## src/rtl/mips_mem_arbiter.sv

```systemverilog
// Shares one single-port memory between the MIPS fetch and data ports.
// Fixed-latency access sequencer with data-priority arbitration and starvation guard.
//
// state | meaning
// IDLE  | no access in flight; arbitrate and latch winner on any request
// ISSUE | m_en strobe for one cycle with latched address/data
// WAIT  | down-count MEM_LAT cycles; capture m_rdata at terminal count
// RESP  | one-cycle ack to the winner; requests ignored
module mips_mem_arbiter #(
  parameter int AW          = 32,
  parameter int DW          = 32,
  parameter int MEM_LAT     = 2,
  parameter int MAX_DSTREAK = 4
) (
  input  logic          clk,
  input  logic          reset,
  input  logic          i_req,
  input  logic [AW-1:0] i_addr,
  output logic          i_ack,
  output logic [DW-1:0] i_rdata,
  input  logic          d_req,
  input  logic          d_we,
  input  logic [AW-1:0] d_addr,
  input  logic [DW-1:0] d_wdata,
  output logic          d_ack,
  output logic [DW-1:0] d_rdata,
  output logic          m_en,
  output logic          m_we,
  output logic [AW-1:0] m_addr,
  output logic [DW-1:0] m_wdata,
  input  logic [DW-1:0] m_rdata,
  output logic          stall,
  output logic          busy
);

  localparam logic [1:0] ST_IDLE  = 2'd0;
  localparam logic [1:0] ST_ISSUE = 2'd1;
  localparam logic [1:0] ST_WAIT  = 2'd2;
  localparam logic [1:0] ST_RESP  = 2'd3;

  localparam int CW  = (MEM_LAT < 1) ? 1 : $clog2(MEM_LAT + 1);
  localparam int DSW = (MAX_DSTREAK < 1) ? 1 : $clog2(MAX_DSTREAK + 1);

  logic [1:0]     state_q, state_d;
  logic [CW-1:0]  cnt_q, cnt_d;
  logic [DSW-1:0] dstreak_q, dstreak_d;
  logic           win_d_q, win_d_d;
  logic           wr_q, wr_d;
  logic           m_en_q, m_en_d;
  logic           m_we_q, m_we_d;
  logic [AW-1:0]  m_addr_q, m_addr_d;
  logic [DW-1:0]  m_wdata_q, m_wdata_d;
  logic           i_ack_q, i_ack_d;
  logic           d_ack_q, d_ack_d;
  logic [DW-1:0]  i_rdata_q, i_rdata_d;
  logic [DW-1:0]  d_rdata_q, d_rdata_d;
  logic           grant_d;

  // Data normally wins a contest; once it has won MAX_DSTREAK contests in a row, fetch goes.
  assign grant_d = d_req & ~(i_req & (dstreak_q == DSW'(MAX_DSTREAK)));

  always_comb begin
    state_d   = state_q;
    cnt_d     = cnt_q;
    dstreak_d = dstreak_q;
    win_d_d   = win_d_q;
    wr_d      = wr_q;
    m_en_d    = m_en_q;
    m_we_d    = m_we_q;
    m_addr_d  = m_addr_q;
    m_wdata_d = m_wdata_q;
    i_ack_d   = 1'b0;
    d_ack_d   = 1'b0;
    i_rdata_d = i_rdata_q;
    d_rdata_d = d_rdata_q;
    case (state_q)
      ST_IDLE: begin
        if (i_req | d_req) begin
          win_d_d   = grant_d;
          wr_d      = grant_d & d_we;
          m_en_d    = 1'b1;
          m_we_d    = grant_d & d_we;
          m_addr_d  = grant_d ? d_addr : i_addr;
          m_wdata_d = grant_d ? d_wdata : '0;
          if (grant_d & i_req) dstreak_d = dstreak_q + DSW'(1);
          else                 dstreak_d = '0;
          state_d   = ST_ISSUE;
        end
      end
      ST_ISSUE: begin
        m_en_d  = 1'b0;
        m_we_d  = 1'b0;
        cnt_d   = CW'(MEM_LAT);
        state_d = ST_WAIT;
      end
      ST_WAIT: begin
        cnt_d = cnt_q - CW'(1);
        if (cnt_q == CW'(1)) begin
          if (!wr_q) begin
            if (win_d_q) d_rdata_d = m_rdata;
            else         i_rdata_d = m_rdata;
          end
          if (win_d_q) d_ack_d = 1'b1;
          else         i_ack_d = 1'b1;
          state_d = ST_RESP;
        end
      end
      ST_RESP: begin
        state_d = ST_IDLE;
      end
      default: state_d = ST_IDLE;
    endcase
  end

  always_ff @(posedge clk or negedge reset) begin
    if (!reset) begin
      state_q   <= ST_IDLE;
      cnt_q     <= '0;
      dstreak_q <= '0;
      win_d_q   <= 1'b0;
      wr_q      <= 1'b0;
      m_en_q    <= 1'b0;
      m_we_q    <= 1'b0;
      m_addr_q  <= '0;
      m_wdata_q <= '0;
      i_ack_q   <= 1'b0;
      d_ack_q   <= 1'b0;
      i_rdata_q <= '0;
      d_rdata_q <= '0;
    end else begin
      state_q   <= state_d;
      cnt_q     <= cnt_d;
      dstreak_q <= dstreak_d;
      win_d_q   <= win_d_d;
      wr_q      <= wr_d;
      m_en_q    <= m_en_d;
      m_we_q    <= m_we_d;
      m_addr_q  <= m_addr_d;
      m_wdata_q <= m_wdata_d;
      i_ack_q   <= i_ack_d;
      d_ack_q   <= d_ack_d;
      i_rdata_q <= i_rdata_d;
      d_rdata_q <= d_rdata_d;
    end
  end

  assign m_en    = m_en_q;
  assign m_we    = m_we_q;
  assign m_addr  = m_addr_q;
  assign m_wdata = m_wdata_q;
  assign i_ack   = i_ack_q;
  assign d_ack   = d_ack_q;
  assign i_rdata = i_rdata_q;
  assign d_rdata = d_rdata_q;
  assign stall   = (i_req & ~i_ack_q) | (d_req & ~d_ack_q);
  assign busy    = (state_q != ST_IDLE);

endmodule

```

## config.mk

```make
export PLATFORM = sky130hd
export DESIGN_NAME = mips_mem_arbiter
export DESIGN_NICKNAME = d
export VERILOG_FILES = /design/src/rtl/mips_mem_arbiter.sv
export SDC_FILE = /design/constraint.sdc
export NUM_CORES = 1
export LEC_CHECK = 0
export BUFFER_PORTS_ARGS = -buffer_cell sky130_fd_sc_hd__buf_2
export CORE_MARGIN = 1.5
export CORE_UTILIZATION = 51
export DETAILED_ROUTE_END_ITERATION = 12
export MAX_ROUTING_LAYER = met4
export PLACE_DENSITY = 0.83
export SYNTH_ARGS = -nofsm -noshare
export SYNTH_HDL_FRONTEND = slang
export SYNTH_SLANG_ARGS = --single-unit
```

## constraint.sdc

```tcl
create_clock -name clk -period 2.83 [get_ports clk]
set_input_delay 0.283 -clock clk [delete_from_list [all_inputs] [get_ports clk]]
set_output_delay 0.283 -clock clk [all_outputs]
set_load 0.03 [all_outputs]
```

# Word level (Yosys, flattened, before mapping)

Index checks and enable logic that the tools add are counted.
W data, S select, Z words.

Logic and storage cells: 61
Output and inout port bits: 134
Flip-flop bits (word level): 141

Multiplexer cells: 17
Add/subtract/negate cells: 2
Bitwise operators: 13
Reductions and logical operators: 9
Eq/ne operators: 7

Operator list:

| kind                  | count |
|---|---|
| $mux W32              | 2 |
| $mux W1               | 8 |
| $pmux W2 S4           | 1 |
| $reduce_and A4 Y1     | 2 |
| $and A1 B1 Y1         | 6 |
| $reduce_and A2 Y1     | 3 |
| $reduce_bool A2 Y1    | 3 |
| $not A1 Y1            | 5 |
| $eq A2 B1 Y1 const B  | 2 |
| $eq A2 B2 Y1 const B  | 2 |
| $mux W2               | 2 |
| $ne A2 B2 Y1 const B  | 2 |
| $pmux W1 S2           | 2 |
| $pmux W2 S2           | 1 |
| $add A3 B1 Y3 const B | 1 |
| $eq A3 B3 Y1 const B  | 1 |
| $mux W3               | 1 |
| $logic_not A2 Y1      | 1 |
| $or A1 B1 Y1          | 2 |
| $sub A2 B1 Y2 const B | 1 |

# Logic depth before layout (Yosys ltp)

Gate-level depths: netlist of the first run.

Depth in word-level cells: 7
Mapped depth: 7
Gate-level depth less buffers: 5

# Least setup slack after synthesis of the first run

No wires, ideal clock.

Path type: reg2reg
Start point: register state_q[0]
End point: register i_rdata_q[10], in the netlist i_rdata[10]
Stages on the path, launching flop included: 7
Buffers on the path: 1
Data arrival time: 1506 ps
Library setup time: 125 ps
Setup slack: 1200 ps
Required time: 2705 ps
Period minus slack after synthesis: 1630 ps
Path through: dfrtp_1 inv_1 ha_1 nand2_1 nor3_4 buf_4 mux2_2

Word-level cells in the longest chain between the ends: 2

Ends and longest elaborated chain:

| element                     | line | text |
|---|---|---|
| start, declared             | 44   | `logic [1:0] state_q, state_d;` |
| start signal, assigned      | 131  | `state_q <= state_d;` |
| $eq A2 B2 Y1                | 76   | `case (state_q)` |
| $reduce_and A4 Y1 (no line) | -    |  |
| end signal, assigned        | 142  | `i_rdata_q <= i_rdata_d;` |
| end, declared               | 55   | `logic [DW-1:0] i_rdata_q, i_rdata_d;` |

No other way between the ends.
A chain may end at the register's enable or synchronous reset.

# Worst setup path in the final report of the first run

Start point: register state_q[0]
End point: register dstreak_q[1]

Word-level cells in the longest chain between the ends: 2

Ends and longest elaborated chain:

| element                     | line | text |
|---|---|---|
| $logic_not A2 Y1            | 76   |  |
| $reduce_and A2 Y1 (no line) | -    |  |
| end signal, assigned        | 133  | `dstreak_q <= dstreak_d;` |
| end, declared               | 46   | `logic [DSW-1:0] dstreak_q, dstreak_d;` |

No other way between the ends.

==> results.md, run 1 <==
* Final WL at 15,100 um
* Worst path max stage delay at 1.08 ns
* FFs w/ async S/R, synth at 100%
* Clk_skew at 0.00780 ns
* Die area at 12,200 um^2
* Routed length per instance at 17.3 um
* Core footprint at 11,400 um^2
* WS Path Type: reg -> reg
* Hold Buf Count CTS at 1
* Worst hold stages at 2
* DRC viols at 0
* Final Max Tran Viols at 0
* Root Buffer: clkbuf_16
* Pleak at 4.12 nW
* Synthesized net count at 595
* Number of CTS-inserted buffers at 17
* # resized after CTS at 0
* Synth Flop Type: dfrtp_1
* Post-synth EDFFs at 0
* Total negative slack at 0 ns
* Synthesis Warnings at 0
* R2R Setup Slk at 0.58 ns
* Sequential share of the synthesized area at 59.7%
* Most common cell in the netlist: dfrtp_1
* Top post-synthesis cells by area: dfrtp_1, mux2_4, mux2_2
* Latest clock arrival within the worst-skew pair at 0.42 ns
* Reg-to-reg startpoint: state_q[0]
* CTS tree: done
* Net switching share of the total power at 42.6%
* Hold EP: m_wdata[27]
* Largest net degree at the start of global routing at 79
* VDD IR max at 0.00105 V
* H-tree lvl count at 4
* Switch Pwr at 4.50 mW
* Initial antenna violation count at 0
* Relative slew slack at 14.3%
* Final Net Count at 853
* Dpl ws at 0.589 ns
* Layout fillers at 807
* First-pass GRT wire length at 24,400 um
* Flop pwr share at 33.2%
* Share of layout cells above drive strength 1 at 51.1%
* CP top delay family: simple AND/OR/NAND/NOR gates
* Top cell type's share of synthesized area at 59.7%
* Vias in the first global route at 4,838
* Synth cell count leaders: dfrtp_1, nand2_1, mux2_2
* Clock tree buffer depth at 2
* Crit end category: flop
* Worst path bufs/invs at 1
* Period utilization at 79.5%
* IO Port Bufs at 266
* Total number of vias at 4,791
* DRT Pass-1 Iters at 5
* Fmax at 444 MHz
* Die Wd at 111 um
* Slowest-stage cell, CP: and3_1
* Unrepaired setup endpoints after global routing: false
* Critical path origin: state_q[0]
* Min Tclk post-route at 2.25 ns
* Crit-path cells: inv_1, ha_1, and3_1, a32o_1
* CTS sink count at 141
* GPL Wtd Cong at 0.837
* Worst Max-Slew Pin Slew at 1.29 ns
* Max-Cap Viols at 0
* Routed Antenna Nets at 0
* Cell taking the most area after synthesis: dfrtp_1
* Cell Pwr Density at 1340 nW/um^2
* Avg Vias per Cell at 5.51
* Initial DRC count at 377
* Diodes inserted at 0
* Initial Util at 52.0%
* Syn avg cell area at 13.0 um^2
* HP Class: in -> reg
* Status: complete, no violations
* Final WS setup at 0.580 ns
* Clock power share at 20.8%
* DPL Wire Length at 10,600 um
* Final setup fails at 0
* Total grt overflow at 0
* P&R area growth vs syn at 33.5%
* Critical path launch point type: flop
* Syn Std Cell Area at 5910 um^2
* Flops & latches, synth at 141
* Internal power at 6.06 mW
* Max Fanout on Critical Path at 35
* Setup Fix Bufs, Post-CTS at 0
* Num rows at 39
* WP data arrival at 2.60 ns
* Distinct cells, synth at 36
* Total track usage at 26.2%
* Worst r2r dst: dstreak_q[1]
* Worst reg2reg path depth at 4
* Die Height at 111 um
* Final hold violations at 0
* Combinational Power Share at 46.1%
* Critical Path RT at 3.18 ns
* Clock Pin Slew Worst Setup and Hold Paths at 0.06 ns
* Hold Path Origin: d_wdata[27]
* IO Count at 267
* Post-Syn Instances at 456
-- cell type report --
type                    instances  area, um^2  share of cell area, %
clock buffers                  24         462                   5.85
clock inverters                 7         114                   1.44
repair buffers                277        1450                   18.3
multi-input cells             264        2110                   26.8
well taps                     143         179                   2.27
flip-flops and latches        141        3530                   44.7
inverters                      13        48.8                  0.618
-- power by group through the flow --
stage	sequential, mW	combinational [mW]	clock (mW)
after CTS	3.50	4.89	2.23
after global routing	3.61	5.16	2.32
after global placement	3.46	4.75	0
final	3.50	4.86	2.19
after detailed placement	3.50	4.88	0
after floorplan	5.22	1.66	0
-- stage by stage --
step / utilization, % / cells / total power [mW] / cell area [um^2] / hold WS [ns]
final: 69.4 / 869 / 10.6 / 7890 / 0.0778
after global placement: 64.3 / 837 / 8.21 / 7310 / 0.347
after CTS: 69.4 / 869 / 10.6 / 7890 / 0.0590
after floorplan: - / 456 / 6.87 / 5910 / -0.0126
after detailed placement: 64.3 / 837 / 8.38 / 7310 / 0.359
after global routing: 69.4 / 869 / 11.1 / 7890 / 0.0609
-- cell families after synthesis --
| group | Yosys count | share of synthesized area [%] |
|---|---|---|
| AO/OA/AOI/OAI | 82 | 10.9 |
| adder cells (fa/ha/maj) | 6 | 1.27 |
| buffers and inverters | 51 | 4.68 |
| flip-flops | 141 | 59.7 |
| multiplexers | 65 | 14.3 |
| AND/OR/NAND/NOR | 111 | 9.19 |
-- how the worst max path moves through the flow --
stage	end	cells after the start
2_1_floorplan	i_rdata[10]	6
3_3_place_gp	dstreak_q[1]	4
3_5_place_dp	dstreak_q[1]	4
4_1_cts	dstreak_q[1]	4
5_1_grt	dstreak_q[1]	4
6_report	dstreak_q[1]	4
-- state kept, by name, summed over array words and instances (netlist names) --
signal,flops
d_rdata,32
i_rdata,32
m_addr,32
m_wdata,32
dstreak_q,3
cnt_q,2
state_q,2
d_ack,1
i_ack,1
m_en,1
m_we,1
win_d_q,1
wr_q,1
-- placed cells by master (no fill, tap or decap), types with 2 or more instances in the layout --
cell type  netlist  layout
a22o_1          32      32
buf_12           3       2
buf_2           11     265
buf_4            4       8
bufinv_16        0       3
clkbuf_1        19       6
clkbuf_16        0      17
clkinv_2         0       3
dfrtp_1        141     141
ha_1             6       6
inv_1           13      13
mux2_1           2       2
mux2_2          33      33
mux2_4          30      30
nand2_1         66      66
nand3_1          2       2
nand4_1         32      32
nor2_1           3       3
nor3b_1          2       2
o211ai_1        32      32
o21ai_0          7       7
-- metal layers --
layer  vias up  GRT usage [%]  wire [um]
met5         -              -          0
met2       271           42.3       7510
met4         0           10.4        316
met3        31           5.82        960
met1      2326           32.1       6280
li1       2163              -          -
No activity file was read; power rests on OpenSTA's default activity.
==> run 2, diff against run 1 <==
--- a/config.mk
+++ b/config.mk
@@ -7,10 +7,10 @@
 export LEC_CHECK = 0
 export BUFFER_PORTS_ARGS = -buffer_cell sky130_fd_sc_hd__buf_2
 export CORE_MARGIN = 1.5
-export CORE_UTILIZATION = 51
+export CORE_UTILIZATION = 43
 export DETAILED_ROUTE_END_ITERATION = 12
 export MAX_ROUTING_LAYER = met4
-export PLACE_DENSITY = 0.83
+export PLACE_DENSITY = 0.74
 export SYNTH_ARGS = -nofsm -noshare
 export SYNTH_HDL_FRONTEND = slang
 export SYNTH_SLANG_ARGS = --single-unit
==> constraint.sdc (replaced) <==
create_clock -name clk -period 2 [get_ports clk]
set_input_delay 0.2 -clock clk [delete_from_list [all_inputs] [get_ports clk]]
set_output_delay 0.2 -clock clk [all_outputs]
set_load 0.03 [all_outputs]
==> run 2 against run 1 <==
Synthesized cell count did not move. Global-route usage fell by 4.1 points. Synthesized area did not move. The flow now stops in detailed routing (5_2_route).
==> results.md, run 2 <==
* H-tree lvl count at 4 (unchanged)
* Die Height at 120 um (was 111 um)
* Flops & latches, synth at 141 (unchanged)
* GPL Wtd Cong at 0.792 (was 0.837)
* Worst-path end type: output port
* Sequential share of the synthesized area at 59.7% (unchanged)
* Total track usage at 22.1% (was 26.2%)
* Top post-synthesis cells by area: dfrtp_1, mux2_4, mux2_2 (unchanged)
* GRT repair_timing worst endpoint: busy
* Distinct cells, synth at 36 (unchanged)
* Most common cell in the netlist: dfrtp_1 (unchanged)
* DPL Wire Length at 10,700 um (was 10,600 um)
* Initial Util at 44.3% (was 52.0%)
* Largest net degree at the start of global routing at 53 (was 79)
* First-pass GRT wire length at 24,200 um (was 24,400 um)
* Root Buffer: clkbuf_16 (unchanged)
* Vias in the first global route at 4,793 (was 4,838)
* First Err: [ERROR DRT-0255] Maze Route cannot find path of net clk in worker of routeBox ( 96600 96600 ) ( 120230 120230 ).
* Clock tree buffer depth at 2 (unchanged)
* Total grt overflow at 0 (unchanged)
* Syn avg cell area at 13.0 um^2 (unchanged)
* Initial antenna violation count at 1 (was 0)
* Synth Flop Type: dfrtp_1 (unchanged)
* Synthesis Warnings at 0 (unchanged)
* Synthesized net count at 595 (unchanged)
* Cell taking the most area after synthesis: dfrtp_1 (unchanged)
* Number of CTS-inserted buffers at 17 (unchanged)
* Placed insts at 873 (was 837)
* Synth cell count leaders: dfrtp_1, nand2_1, mux2_2 (unchanged)
* IO Port Bufs at 266 (unchanged)
* IO Count at 267 (unchanged)
* FFs w/ async S/R, synth at 100% (unchanged)
* Syn Std Cell Area at 5910 um^2 (unchanged)
* Post-Syn Instances at 456 (unchanged)
* Die Wd at 120 um (was 111 um)
* Last step reached: detailed routing (5_2_route)
* Post-synth EDFFs at 0 (unchanged)
* CTS sink count at 141 (unchanged)
* Num rows at 42 (was 39)
* Top cell type's share of synthesized area at 59.7% (unchanged)
* Status: stopped before the end (was complete, no violations)
run 2: logic make-up after synthesis:
family	count (synthesis)	share of synthesized area (%)
and+or+nand+nor	111	9.19
AOI/OAI and AO/OA	82	10.9
adders and majority gates	6	1.27
muxes	65	14.3
buffers and inverters	51	4.68
DFF	141	59.7
run 2: per-stage QoR:
step	worst slack, ns	util (%)	instance area, um^2
global route	0.0153	61.9	8260
CTS	0.0207	61.9	8260
detailed placement	0.206	55.6	7420
global placement	0.316	55.6	7420
floorplan	0.370	-	5910
run 2: per-layer routing:
metal,global-route usage (%)
met2,36.9
met3,4.62
met5,-
met1,26.7
met4,8.16
run 2: repair_timing:
| action | 4_1_cts | 5_1_grt |
|---|---|---|
| endpoints found under the hold margin | 72 | 0 |
| pin swaps | 0 | 0 |
| resized for setup | 2 | 1 |
| buffers inserted | 0 | 0 |
| hold buffers | 24 | 0 |
| setup endpoints to repair | 1 | 1 |
==> run 3, diff against run 2 <==
--- a/config.mk
+++ b/config.mk
@@ -7,10 +7,9 @@
 export LEC_CHECK = 0
 export BUFFER_PORTS_ARGS = -buffer_cell sky130_fd_sc_hd__buf_2
 export CORE_MARGIN = 1.5
-export CORE_UTILIZATION = 43
+export CORE_UTILIZATION = 40
 export DETAILED_ROUTE_END_ITERATION = 12
-export MAX_ROUTING_LAYER = met4
-export PLACE_DENSITY = 0.74
+export PLACE_DENSITY_LB_ADDON = 0.15
 export SYNTH_ARGS = -nofsm -noshare
 export SYNTH_HDL_FRONTEND = slang
 export SYNTH_SLANG_ARGS = --single-unit
==> constraint.sdc (replaced) <==
create_clock -name clk -period 2.6 [get_ports clk]
set_input_delay 0.26 -clock clk [delete_from_list [all_inputs] [get_ports clk]]
set_output_delay 0.26 -clock clk [all_outputs]
set_load 0.03 [all_outputs]
==> run 3 against run 2 <==
The flow now finishes without violations. Global-route usage is 2.0 points lower.
==> results.md, run 3 (synthesis gave the netlist of run 1 again) <==
* Status: complete, no violations (was stopped before the end)
* Total grt overflow at 0 (unchanged)
* Pleak at 4.15 nW
* Crit end category: flop
* WS Path Type: reg -> reg
* Clk_skew at 0.00451 ns
* Share of layout cells above drive strength 1 at 51.6%
* Latest clock arrival within the worst-skew pair at 0.41 ns
* Number of CTS-inserted buffers at 17 (unchanged)
* Min Tclk post-route at 2.00 ns
* DPL Wire Length at 10,700 um (about the same)
* Initial antenna violation count at 0 (was 1)
* Die Wd at 125 um (was 120 um)
* Final WL at 15,300 um
* Routed length per instance at 16.8 um
* CTS sink count at 141 (unchanged)
* Initial DRC count at 227
* Max Fanout on Critical Path at 32
* Avg Vias per Cell at 5.17
* DRT Pass-1 Iters at 4
* Cell Pwr Density at 1430 nW/um^2
* Initial Util at 40.8% (was 44.3%)
* Core footprint at 14,500 um^2
* Total number of vias at 4,724
* Commonest cells after routing, fill and taps aside: buf_2, dfrtp_1, nand2_1, mux2_2
* H-tree lvl count at 4 (unchanged)
* Die area at 15,500 um^2
* Routed Antenna Nets at 0
* Num rows at 44 (was 42)
* Final Max Tran Viols at 0
* First-pass GRT wire length at 25,000 um (was 24,200 um)
* Total negative slack at 0 ns
* Final setup fails at 0
* VDD IR max at 0.000664 V
* GPL Wtd Cong at 0.760 (was 0.792)
* P&R area growth vs syn at 34.9%
* IO Count at 267 (unchanged)
* Clock Pin Slew Worst Setup and Hold Paths at 0.06 ns
* Final Net Count at 856
* Max-Cap Viols at 0
* DRC viols at 0
* Clock tree buffer depth at 2 (unchanged)
* Root Buffer: clkbuf_16 (unchanged)
* Most common cell after layout, fill and taps aside: buf_2
* CTS tree: done
* Vias in the first global route at 4,833 (was 4,793)
* Period utilization at 76.9%
* IO Port Bufs at 266 (unchanged)
* Diodes inserted at 0
* Final hold violations at 0
* Dpl ws at 0.584 ns (was 0.206 ns)
* Critical path launch point type: flop
* Unrepaired setup endpoints after global routing: false
* WHS at 0.0598 ns
* Largest net degree at the start of global routing at 61 (was 53)
* Critical Path RT at 2.92 ns
* Total chip power at 11.4 mW
* DP Area at 7380 um^2 (was 7420 um^2)
* HP Class: in -> reg
* Final WS setup at 0.600 ns
* Die Height at 125 um (was 120 um)
* WP data arrival at 2.32 ns
* Fin area at 7970 um^2
* Relative slew slack at 44.5%
* Total track usage at 20.1% (was 22.1%)
* Setup Fix Bufs, Post-CTS at 0 (unchanged)
* Fmax at 500 MHz
* Worst Max-Slew Pin Slew at 0.830 ns
run 3: metrics by stage:
stage / instances / util (%)
final: 914 / 55.0
after global routing: 914 / 55.0
after global placement: 881 / 51.0
after detailed placement: 881 / 51.0
after CTS: 914 / 55.0
after floorplan: 456 / -
run 3: timing repair:
item	CTS	global route
hold buffers	1	0
hold endpoints to repair	57	0
gates resized for setup	0	0
run 3: final timing paths:
check / cells past startpoint / end / from / slack, ns
setup / recovery: 7 / m_addr[27] / state_q[0] / 0.60
hold reg to reg: 1 / i_rdata[5] / i_rdata[5] / 0.48
setup reg to reg: 7 / m_addr[27] / state_q[0] / 0.60
min in group asynchronous: 2 / d_rdata[24] / reset / 0.40
hold / removal: 2 / m_wdata[27] / d_wdata[27] / 0.06
max in group asynchronous: 3 / m_addr[3] / reset / 1.46
run 3: critical path, cell delays in order (launching register included):
cell      delay, ns
dfrtp_1        0.39
inv_1          0.09
ha_1           0.27
buf_4          0.30
o21a_1         0.21
buf_4          0.34
nand2_1        0.10
o211ai_1       0.18
run 3: layer usage:
layer | GRT usage (%) | vias to the layer above | share of wire (%)
li1 | - | 2167 | -
met2 | 32.7 | 197 | 48
met1 | 25.4 | 2339 | 43
met5 | 0 | - | 0
met3 | 5.93 | 21 | 6.8
met4 | 7.37 | 0 | 2.1
run 3: report_power, final:
group	total [mW]	leakage (nW)	internal (mW)	switching (mW)
logic	5.28	2.10	1.86	3.42
clock network	2.37	0.291	1.51	0.866
registers	3.78	1.76	3.23	0.559
run 3: cell type report:
| class | count | area [um^2] |
|---|---|---|
| Clock inverter | 7 | 85.1 |
| Tap cell | 184 | 230 |
| Timing Repair Buffer | 280 | 1470 |
| Sequential cell | 141 | 3530 |
| Inverter | 13 | 48.8 |
| Clock buffer | 25 | 495 |
| Multi-Input combinational cell | 264 | 2110 |
| Fill cell | 1257 | 6510 |
==> run 4, diff against run 3 <==
==> constraint.sdc (replaced) <==
create_clock -name clk -period 1.6 [get_ports clk]
set_input_delay 0.16 -clock clk [delete_from_list [all_inputs] [get_ports clk]]
set_output_delay 0.16 -clock clk [all_outputs]
set_load 0.03 [all_outputs]
==> run 4 against run 3 <==
Sequential power up 65%. Sequential share of layout area decreased by 5.2 points. First-iteration DRC count up 11%. Combinational power rose by 79%. Clock skew increased by 0.0058 ns. Die area stayed put. Register-to-register slack worse by 0.59 ns. Clock-buffer cell count shrank 3. Non-clock buffer count grew 97. Fmax increased by 26%. Via count rose by 8.3%. Critical path type unchanged. Critical endpoint is now i_rdata[5]. Largest cell class unchanged.
==> results.md, run 4 (synthesis gave the netlist of run 1 again) <==
* Status: complete, no violations (unchanged)
* CTS sink count at 141 (unchanged)
* Num rows at 44 (unchanged)
* Root Buffer: clkbuf_16 (unchanged)
* Routed Antenna Nets at 0 (unchanged)
* Fmax at 630 MHz (was 500 MHz)
* Most common cell after layout, fill and taps aside: buf_2 (unchanged)
* Finished Layout Cells at 1,008 (was 914)
* Unrepaired setup endpoints after global routing: true (was false)
* End-of-flow core utilization at 62.4% (was 55.0%)
* Diodes inserted at 0 (unchanged)
* Number of CTS-inserted buffers at 17 (unchanged)
* WS Path Type: reg -> reg (unchanged)
* Core footprint at 14,500 um^2 (unchanged)
* Avg Vias per Cell at 5.08 (was 5.17)
* Worst Max-Slew Pin Slew at 0.484 ns (was 0.830 ns)
* Met3 Wirelength at 1050 um (about the same)
* Vias in the first global route at 5,288 (was 4,833)
* Crit end category: flop (unchanged)
* H-tree lvl count at 4 (unchanged)
* DPL Wire Length at 11,000 um (was 10,700 um)
* CTS tree: done (unchanged)
* Final WL at 16,700 um (was 15,300 um)
* Initial DRC count at 253 (was 227)
* WHS at 0.0174 ns (was 0.0598 ns)
* Total grt overflow at 0 (unchanged)
* WP data arrival at 1.87 ns (was 2.32 ns)
* Final hold violations at 0 (unchanged)
* Final setup fails at 0 (unchanged)
* DR WL met2 at 8240 um (was 7410 um)
* DRT Pass-1 Iters at 4 (unchanged)
* Die Height at 125 um (unchanged)
* Max layer used: met4 (unchanged)
* Pleak at 4.61 nW (was 4.15 nW)
* Latest clock arrival within the worst-skew pair at 0.41 ns (about the same)
* Share of layout cells above drive strength 1 at 50.1% (was 51.6%)
* Die Wd at 125 um (unchanged)
* P&R area growth vs syn at 52.8% (was 34.9%)
* Total track usage at 21.4% (was 20.1%)
* Cell Pwr Density at 2110 nW/um^2 (was 1430 nW/um^2)
* Relative slew slack at 67.7% (was 44.5%)
* Clk_skew at 0.0103 ns (was 0.00451 ns)
* Met1 Routed Length at 7100 um (was 6560 um)
* Max-Cap Viols at 0 (unchanged)
* Max Fanout on Critical Path at 8 (was 32)
* Period utilization at 99.2% (was 76.9%)
* Largest net degree at the start of global routing at 49 (was 61)
* Total number of vias at 5,118 (was 4,724)
* Die area at 15,500 um^2 (unchanged)
* Critical Path RT at 1.88 ns (was 2.92 ns)
* Placed insts at 895 (was 881)
* IO Port Bufs at 266 (unchanged)
* Min Tclk post-route at 1.59 ns (was 2.00 ns)
* HP Class: in -> reg (unchanged)
* Final Net Count at 953 (was 856)
* Initial antenna violation count at 0 (unchanged)
* Clock tree buffer depth at 2 (unchanged)
* Clock Pin Slew Worst Setup and Hold Paths at 0.06 ns (about the same)
* Routed length per instance at 16.6 um (was 16.8 um)
* GPL Wtd Cong at 0.795 (was 0.760)
* First-pass GRT wire length at 26,900 um (was 25,000 um)
* Total chip power at 19.1 mW (was 11.4 mW)
* Final Max Tran Viols at 0 (unchanged)
* Layout fillers at 1,157 (was 1,257)
* Commonest cells after routing, fill and taps aside: buf_2, dfrtp_1, dlygate4sd3_1, nand2_1, mux2_4 (was buf_2, dfrtp_1, nand2_1, mux2_2)
* DRC viols at 0 (unchanged)
* Critical path launch point type: flop (unchanged)
* Initial Util at 40.8% (unchanged)
* VDD IR max at 0.00113 V (was 0.000664 V)
* IO Count at 267 (unchanged)
==> run 4: cell types whose count changed in the layout (fill, tap and decap cells not counted), sizes merged <==
| cell | change |
|---|---|
| buf | +26 |
| clkinv | +1 |
| dlygate4sd3 | +68 |
| bufinv | -2 |
| clkinvlp | +1 |
==> run 4: per-layer routing <==
metal  global-route usage [%]  up-vias
li1                         -     2356
met5                        0        -
met4                     8.05        0
met1                     27.5     2515
met3                     4.34       30
met2                     35.7      217
==> run 4: final timing paths <==
check	slack [ns]	to	cells past startpoint	from
worst max-delay path	0.01	i_rdata[5]	7	state_q[0]
worst max register to register	0.01	i_rdata[5]	7	state_q[0]
worst min register to register	0.50	m_addr[22]	2	m_addr[22]
worst min-delay path	0.02	m_addr[7]	3	i_addr[7]
max in group asynchronous	0.73	m_wdata[7]	3	reset
min in group asynchronous	0.25	d_rdata[17]	2	reset
==> run 4: per-stage QoR <==
step | cell area, um^2 | setup slack [ns] | TNS (ns)
CTS | 8830 | -0.0397 | -0.0397
global placement | 7570 | -0.0180 | -0.485
global route | 9030 | -0.0526 | -0.775
detailed placement | 7570 | -0.0500 | -1.19
finish | 9030 | 0.0122 | 0
floorplan | 5940 | 0.0122 | 0
==> run 4: critical path, stage by stage (launching register included) <==
cell,delay (ns)
dfrtp_1,0.38
inv_2,0.10
ha_4,0.15
nand2_4,0.05
nor3_4,0.15
buf_6,0.15
clkbuf_16,0.15
mux2_1,0.32
==> run 4: what timing repair did <==
item / 4_1_cts / 5_1_grt
pin swaps: 1 / 0
cloned: 1 / 3
setup buffers: 2 / 10
endpoints found under the setup margin: 33 / 109
hold buffers: 69 / 0
hold endpoints to repair: 134 / 0
gates resized for setup: 7 / 21
==> run 4: final cells by class <==
type	count	area [um^2]	share of cell area (%)
timing repair buffer	377	2520	27.9
clock buffer	22	454	5.03
sequential	141	3530	39.1
clock inverter	7	45.0	0.499
tap	184	230	2.55
inverter	13	48.8	0.540
multi-input combinational	264	2200	24.4
==> run 4: where the power goes <==
part	total, mW	internal (mW)	leakage, nW	switching [mW]
Sequential	6.22	5.24	1.76	0.972
Combinational	9.46	3.70	2.61	5.76
Clock	3.38	1.99	0.245	1.40
